### src/rtl/cp_copyblock_engine.sv
// COPYBLOCK engine: streams a block of words from the shared source memory and
// broadcasts each word to the VP memories selected by the command mask.
module cp_copyblock_engine #(
  parameter int VP_COUNT = 4,
  parameter int ADDR_W   = 16,
  parameter int DATA_W   = 32,
  parameter int LEN_W    = 8
) (
  input  logic                Clock,
  input  logic                Reset,
  input  logic                iCmdValid,
  output logic                oCmdReady,
  input  logic [VP_COUNT-1:0] iCmdVpMask,
  input  logic [LEN_W-1:0]    iCmdBlkLen,
  input  logic                iCmdTag,
  input  logic [ADDR_W-1:0]   iCmdDstOff,
  input  logic [ADDR_W-1:0]   iCmdSrcOff,
  output logic                oSrcReadEnable,
  output logic [ADDR_W-1:0]   oSrcAddr,
  input  logic [DATA_W-1:0]   iSrcData,
  output logic [VP_COUNT-1:0] oDstWriteEnable,
  output logic [ADDR_W-1:0]   oDstAddr,
  output logic [DATA_W-1:0]   oDstData,
  output logic                oDstTag,
  input  logic                iDstStall,
  output logic                oBusy,
  output logic                oDone,
  output logic [1:0]          oDbgState
);

  localparam logic [1:0] S_IDLE = 2'd0;
  localparam logic [1:0] S_COPY = 2'd1;
  localparam logic [1:0] S_DONE = 2'd2;

  // Handshake: a command is taken on the rising edge where iCmdValid and
  // oCmdReady are both high; fields are sampled only on that edge.
  logic [1:0]          r_state;
  logic [VP_COUNT-1:0] r_mask;
  logic [LEN_W-1:0]    r_len;
  logic                r_tag;
  logic [ADDR_W-1:0]   r_dst;
  logic [ADDR_W-1:0]   r_src;
  logic [LEN_W-1:0]    r_rcnt;
  logic [LEN_W-1:0]    r_wcnt;
  logic                r_rd_pend;
  logic                r_slot_v;
  logic [DATA_W-1:0]   r_slot;
  logic                r_skid_v;
  logic [DATA_W-1:0]   r_skid;

  logic                w_accept;
  logic                w_wr_take;
  logic [1:0]          w_occ;
  logic [1:0]          w_occ_after;
  logic                w_rd_issue;
  logic [LEN_W:0]      w_wcnt_inc;
  logic                w_last_wr;

  assign w_accept    = iCmdValid && (r_state == S_IDLE);
  assign w_wr_take   = r_slot_v && !iDstStall;
  // The in-flight read counts as occupied so its data always has a place to land.
  assign w_occ       = {1'b0, r_slot_v} + {1'b0, r_skid_v} + {1'b0, r_rd_pend};
  assign w_occ_after = w_occ - {1'b0, w_wr_take};
  assign w_rd_issue  = (r_state == S_COPY) && (r_rcnt < r_len) && !iDstStall &&
                       (w_occ_after < 2'd2);
  assign w_wcnt_inc  = {1'b0, r_wcnt} + {{LEN_W{1'b0}}, 1'b1};
  assign w_last_wr   = w_wr_take && (w_wcnt_inc == {1'b0, r_len});

  assign oCmdReady       = (r_state == S_IDLE);
  assign oBusy           = (r_state != S_IDLE);
  assign oDone           = (r_state == S_DONE);
  assign oDbgState       = r_state;
  assign oSrcReadEnable  = w_rd_issue;
  assign oSrcAddr        = w_rd_issue ? (r_src + ADDR_W'(r_rcnt)) : '0;
  assign oDstWriteEnable = r_slot_v ? r_mask : '0;
  assign oDstAddr        = r_slot_v ? (r_dst + ADDR_W'(r_wcnt)) : '0;
  assign oDstData        = r_slot_v ? r_slot : '0;
  assign oDstTag         = r_tag;

  always_ff @(posedge Clock or posedge Reset) begin
    if (Reset) begin
      r_state   <= S_IDLE;
      r_mask    <= '0;
      r_len     <= '0;
      r_tag     <= 1'b0;
      r_dst     <= '0;
      r_src     <= '0;
      r_rcnt    <= '0;
      r_wcnt    <= '0;
      r_rd_pend <= 1'b0;
      r_slot_v  <= 1'b0;
      r_slot    <= '0;
      r_skid_v  <= 1'b0;
      r_skid    <= '0;
    end else begin
      case (r_state)
        S_IDLE: begin
          if (w_accept) begin
            r_mask    <= iCmdVpMask;
            r_len     <= iCmdBlkLen;
            r_tag     <= iCmdTag;
            r_dst     <= iCmdDstOff;
            r_src     <= iCmdSrcOff;
            r_rcnt    <= '0;
            r_wcnt    <= '0;
            r_rd_pend <= 1'b0;
            r_slot_v  <= 1'b0;
            r_skid_v  <= 1'b0;
            if ((iCmdBlkLen == '0) || (iCmdVpMask == '0)) r_state <= S_DONE;
            else                                          r_state <= S_COPY;
          end
        end
        S_COPY: begin
          r_rd_pend <= w_rd_issue;
          if (w_rd_issue) r_rcnt <= r_rcnt + 1'b1;
          if (w_wr_take)  r_wcnt <= w_wcnt_inc[LEN_W-1:0];
          if (r_rd_pend) begin
            if (r_slot_v && !w_wr_take) begin
              r_skid   <= iSrcData;
              r_skid_v <= 1'b1;
            end else if (r_skid_v) begin
              r_slot   <= r_skid;
              r_skid   <= iSrcData;
            end else begin
              r_slot   <= iSrcData;
              r_slot_v <= 1'b1;
            end
          end else if (w_wr_take) begin
            r_slot   <= r_skid;
            r_slot_v <= r_skid_v;
            r_skid_v <= 1'b0;
          end
          if (w_last_wr) r_state <= S_DONE;
        end
        S_DONE:  r_state <= S_IDLE;
        default: r_state <= S_IDLE;
      endcase
    end
  end

endmodule

### config.mk
export PLATFORM = sky130hd
export DESIGN_NAME = cp_copyblock_engine
export DESIGN_NICKNAME = d
export VERILOG_FILES = /design/src/rtl/cp_copyblock_engine.sv
export SDC_FILE = /design/constraint.sdc
export NUM_CORES = 1
export LEC_CHECK = 0
export ABC_AREA = 1
export BUFFER_PORTS_ARGS = -buffer_cell sky130_fd_sc_hd__clkbuf_2
export CAP_MARGIN = 20
export CORE_MARGIN = 2
export CORE_UTILIZATION = 30
export CTS_BUF_LIST = sky130_fd_sc_hd__clkbuf_4 sky130_fd_sc_hd__clkbuf_8
export DETAILED_ROUTE_END_ITERATION = 10
export PLACE_DENSITY = 0.46
export SETUP_SLACK_MARGIN = 0.4
export SLEW_MARGIN = 5
export SYNTH_ARGS = -nofsm -noshare
export SYNTH_HDL_FRONTEND = slang
export SYNTH_SLANG_ARGS = --single-unit
### constraint.sdc
create_clock -name Clock -period 5.3 [get_ports Clock]
set_input_delay 1.06 -clock Clock [delete_from_list [all_inputs] [get_ports Clock]]
set_output_delay 1.06 -clock Clock [all_outputs]
set_load 0.05 [all_outputs]
==> results.sh <==
export IMPL_status="completed"
export IMPL_ys_types=32
export IMPL_clk_pin_slew_ns=0.08
export IMPL_synthAdderAreaFrac_pct=5.01
export IMPL_slowest_delay_ns=0.34
export IMPL_post_cts_buffers=0
export IMPL_dpl_cell_area_mm2=0.00837
export IMPL_reg2reg_from="r_slot_v"
export IMPL_postSynthCellCount=1013
export IMPL_fmax_mhz=246
export IMPL_antenna_found_initial=0
export IMPL_post_route_cell_area_mm2=0.00878
export IMPL_crit_buf_inv=4
export IMPL_skew_ns=0.0218
export IMPL_dr_pass1_iters=5
export IMPL_grt_pass1_vias=6664
export IMPL_final_cell_count_no_fill=1493
export IMPL_synthTopCellsByArea="dfrtp_1, nand2_1, inv_1, nand3_1, nor2_1"
export IMPL_rows=57
export IMPL_path_delay_family="simple AND/OR/NAND/NOR gates"
export IMPL_yosys_register_bits=130
export IMPL_fin_hold_ws_ns=0.473
export IMPL_netlist_top_cells_count="nand2_1, dfrtp_1, inv_1"
export IMPL_io_pins=156
export IMPL_grt_pass1_wl_um=34900
export IMPL_crit_type="primary input to output port"
export IMPL_num_fill_cells=2696
export IMPL_synthMuxAreaShare_pct=0
export IMPL_synth_compound_area_share_pct=8.91
export IMPL_final_nets=1265
export IMPL_clockRootBuffer="clkbuf_8"
export IMPL_port_buffers=155
export IMPL_path_cells="clkbuf_2, nand2_1, inv_1, ha_1, nand2_1, nand3_1, nor4_1, nand2_1, buf_4, nor3_1, clkbuf_2"
export IMPL_synth_top_family_by_area="simple AND/OR/NAND/NOR gates"
export IMPL_clock_latency_ns=0.45
export IMPL_seq_area_mm2=0.00325
export IMPL_drive_gt1_share_pct=17.9
export IMPL_cts_buffers=17
export IMPL_die_area_mm2=0.0256
export IMPL_rsz0062_at_grt="false"
export IMPL_tightest_slew_ns=0.969
export IMPL_yosysTopAreaCellShare_pct=44.6
export IMPL_placed_cells=1461
export IMPL_slew_violations=0
export IMPL_setup_tns_final_ns=0
export IMPL_area_growth_pct=20.4
export IMPL_tritoncts="done"
export IMPL_drv_cap=0
export IMPL_yosysTopAreaCell="dfrtp_1"
export IMPL_crit_arrival_ns=3.01
export IMPL_n_antenna_cell=0
export IMPL_synth_edf_count=0
export IMPL_hp_start="r_skid[30]"
export IMPL_hold_class="flop to flop"
export IMPL_drt_iter0_markers=361
export IMPL_ir_drop_mv=0.239
export IMPL_multi_input_area_mm2=0.00345
export IMPL_die_h_um=160
export IMPL_p_leak_uw=0.00485
export IMPL_synth_net_count=1122
export IMPL_gp_congestion=0.793
export IMPL_cts_sinks=130
export IMPL_via_per_inst=4.56
export IMPL_synth_cell_area_mm2=0.00729
export IMPL_slew_headroom_pct=35.4
export IMPL_async_flop_share_pct=100
export IMPL_chipWidth_um=160
export IMPL_end_kind="output port"
export IMPL_crit_start="iDstStall"
export IMPL_ctsResizeCount=0
export IMPL_start_util_pct=30.3
export IMPL_vias=6815
export IMPL_hpwlAfterDp_um=14200
export IMPL_clock_path_buffers=2
export IMPL_finalSetupViolations=0
export IMPL_synth_simple_area_share_pct=31.9
export IMPL_cp_max_fo=13
export IMPL_overflow=0
export IMPL_syn_avg_cell_area_um2=7.20
export IMPL_drtAntennaViolNets=0
export IMPL_yosysMostFrequentCell="nand2_1"
export IMPL_synthFlopType="dfrtp_1"
export IMPL_synth_xor_area_share_pct=1.32
export IMPL_path_common_cell="nand2_1"
export IMPL_routedWlPerCell_um=14.2
export IMPL_core_area_mm2=0.0241
export IMPL_htreeDepth=4
export IMPL_drcViolationCount=0
export IMPL_grt_max_degree=100
export IMPL_grt_usage_pct=17.0
export IMPL_routed_wl_um=21200
export IMPL_hold_buffers=0
export IMPL_fin_crit_sh_pct=76.8
export IMPL_hold_viol=0
export IMPL_period_needed_ns=4.07
export IMPL_crit_path_start_kind="primary input"
export IMPL_slowest_stage="nand2_1"
export IMPL_yosys_warnings=0
export IMPL_p_per_area_mw_per_mm2=580
export IMPL_required_ns=4.24
export IMPL_seq_area_frac_synth_pct=44.6
sequential cells by signal (all words and copies together), names as in the netlist:
name       cells
r_rd_pend      1
r_slot        32
r_dst         16
r_wcnt         8
r_skid_v       1
oDbgState      2
r_rcnt         8
oDstTag        1
r_len          8
r_slot_v       1
r_mask         4
r_src         16
r_skid        32
path summary, 6_finish.rpt:
kind / to / slack, ns / cells after the start
min in group asynchronous: r_src[14] / 0.81 / 2
max in group asynchronous: r_skid[31] / 3.50 / 3
worst min-delay path: r_skid[30] / 0.47 / 2
worst max register to register: r_slot[7] / 2.63 / 10
worst max-delay path: oSrcAddr[4] / 1.23 / 11
worst min register to register: r_skid[30] / 0.47 / 2
through the flow:
| step | worst slack, ns | util [%] | total power, µW |
|---|---|---|---|
| after floorplan | 0.771 | - | 3600 |
| after global placement | 1.22 | 34.7 | 4220 |
| after detailed placement | 1.19 | 34.7 | 4230 |
| after CTS | 1.19 | 36.4 | 5170 |
| after global routing | 0.975 | 36.4 | 5540 |
| final | 1.23 | 36.4 | 5090 |
where the power goes:
| group | internal, µW | switching [µW] |
|---|---|---|
| clock | 447 | 466 |
| combinational | 691 | 1750 |
| sequential | 1440 | 300 |
| total | 2580 | 2510 |
worst register-to-register path: cells and delay by family, from the launching register on:
kind | cells | cell delay, ns
AOI/OAI and AO/OA | 2 | 0.25
buffers and inverters | 5 | 1.48
DFF | 1 | 0.37
and+or+nand+nor | 3 | 0.51
layer usage:
layer | part of all wire, % | up-vias | routed length (µm) | track usage (%)
li1 | - | 3499 | - | -
met1 | 48 | 3164 | 10300 | 23.0
met2 | 46 | 141 | 9790 | 27.8
met3 | 4.5 | 11 | 945 | 4.00
met4 | 0.85 | 0 | 180 | 3.69
met5 | 0 | - | 0 | 0
cells in the final DEF (no fill, tap or decap), types with 5 or more instances in the layout:
master,count
a21oi_1,28
a31oi_1,35
buf_4,10
clkbuf_2,155
clkbuf_8,18
dfrtp_1,129
ha_1,26
inv_1,100
inv_2,5
inv_6,8
nand2_1,399
nand3_1,76
nor2_1,87
nor3_1,8
o21ai_0,35
o22ai_1,6
xnor2_1,7
logic make-up after synthesis:
group                    after synthesis
AO/OA/AOI/OAI                        113
XOR/XNOR                              11
adder cells (fa/ha/maj)               28
buffers and inverters                149
flip-flops                           130
AND/OR/NAND/NOR                      582
cell type report:
cell class	count	share of cell area, %
sequential	130	37.1
inverter	108	4.67
timing repair buffer	165	9.69
multi-input combinational	734	39.2
tap	324	4.62
clock inverter	14	1.90
clock buffer	18	2.82
(Power assumes the default switching activity.)
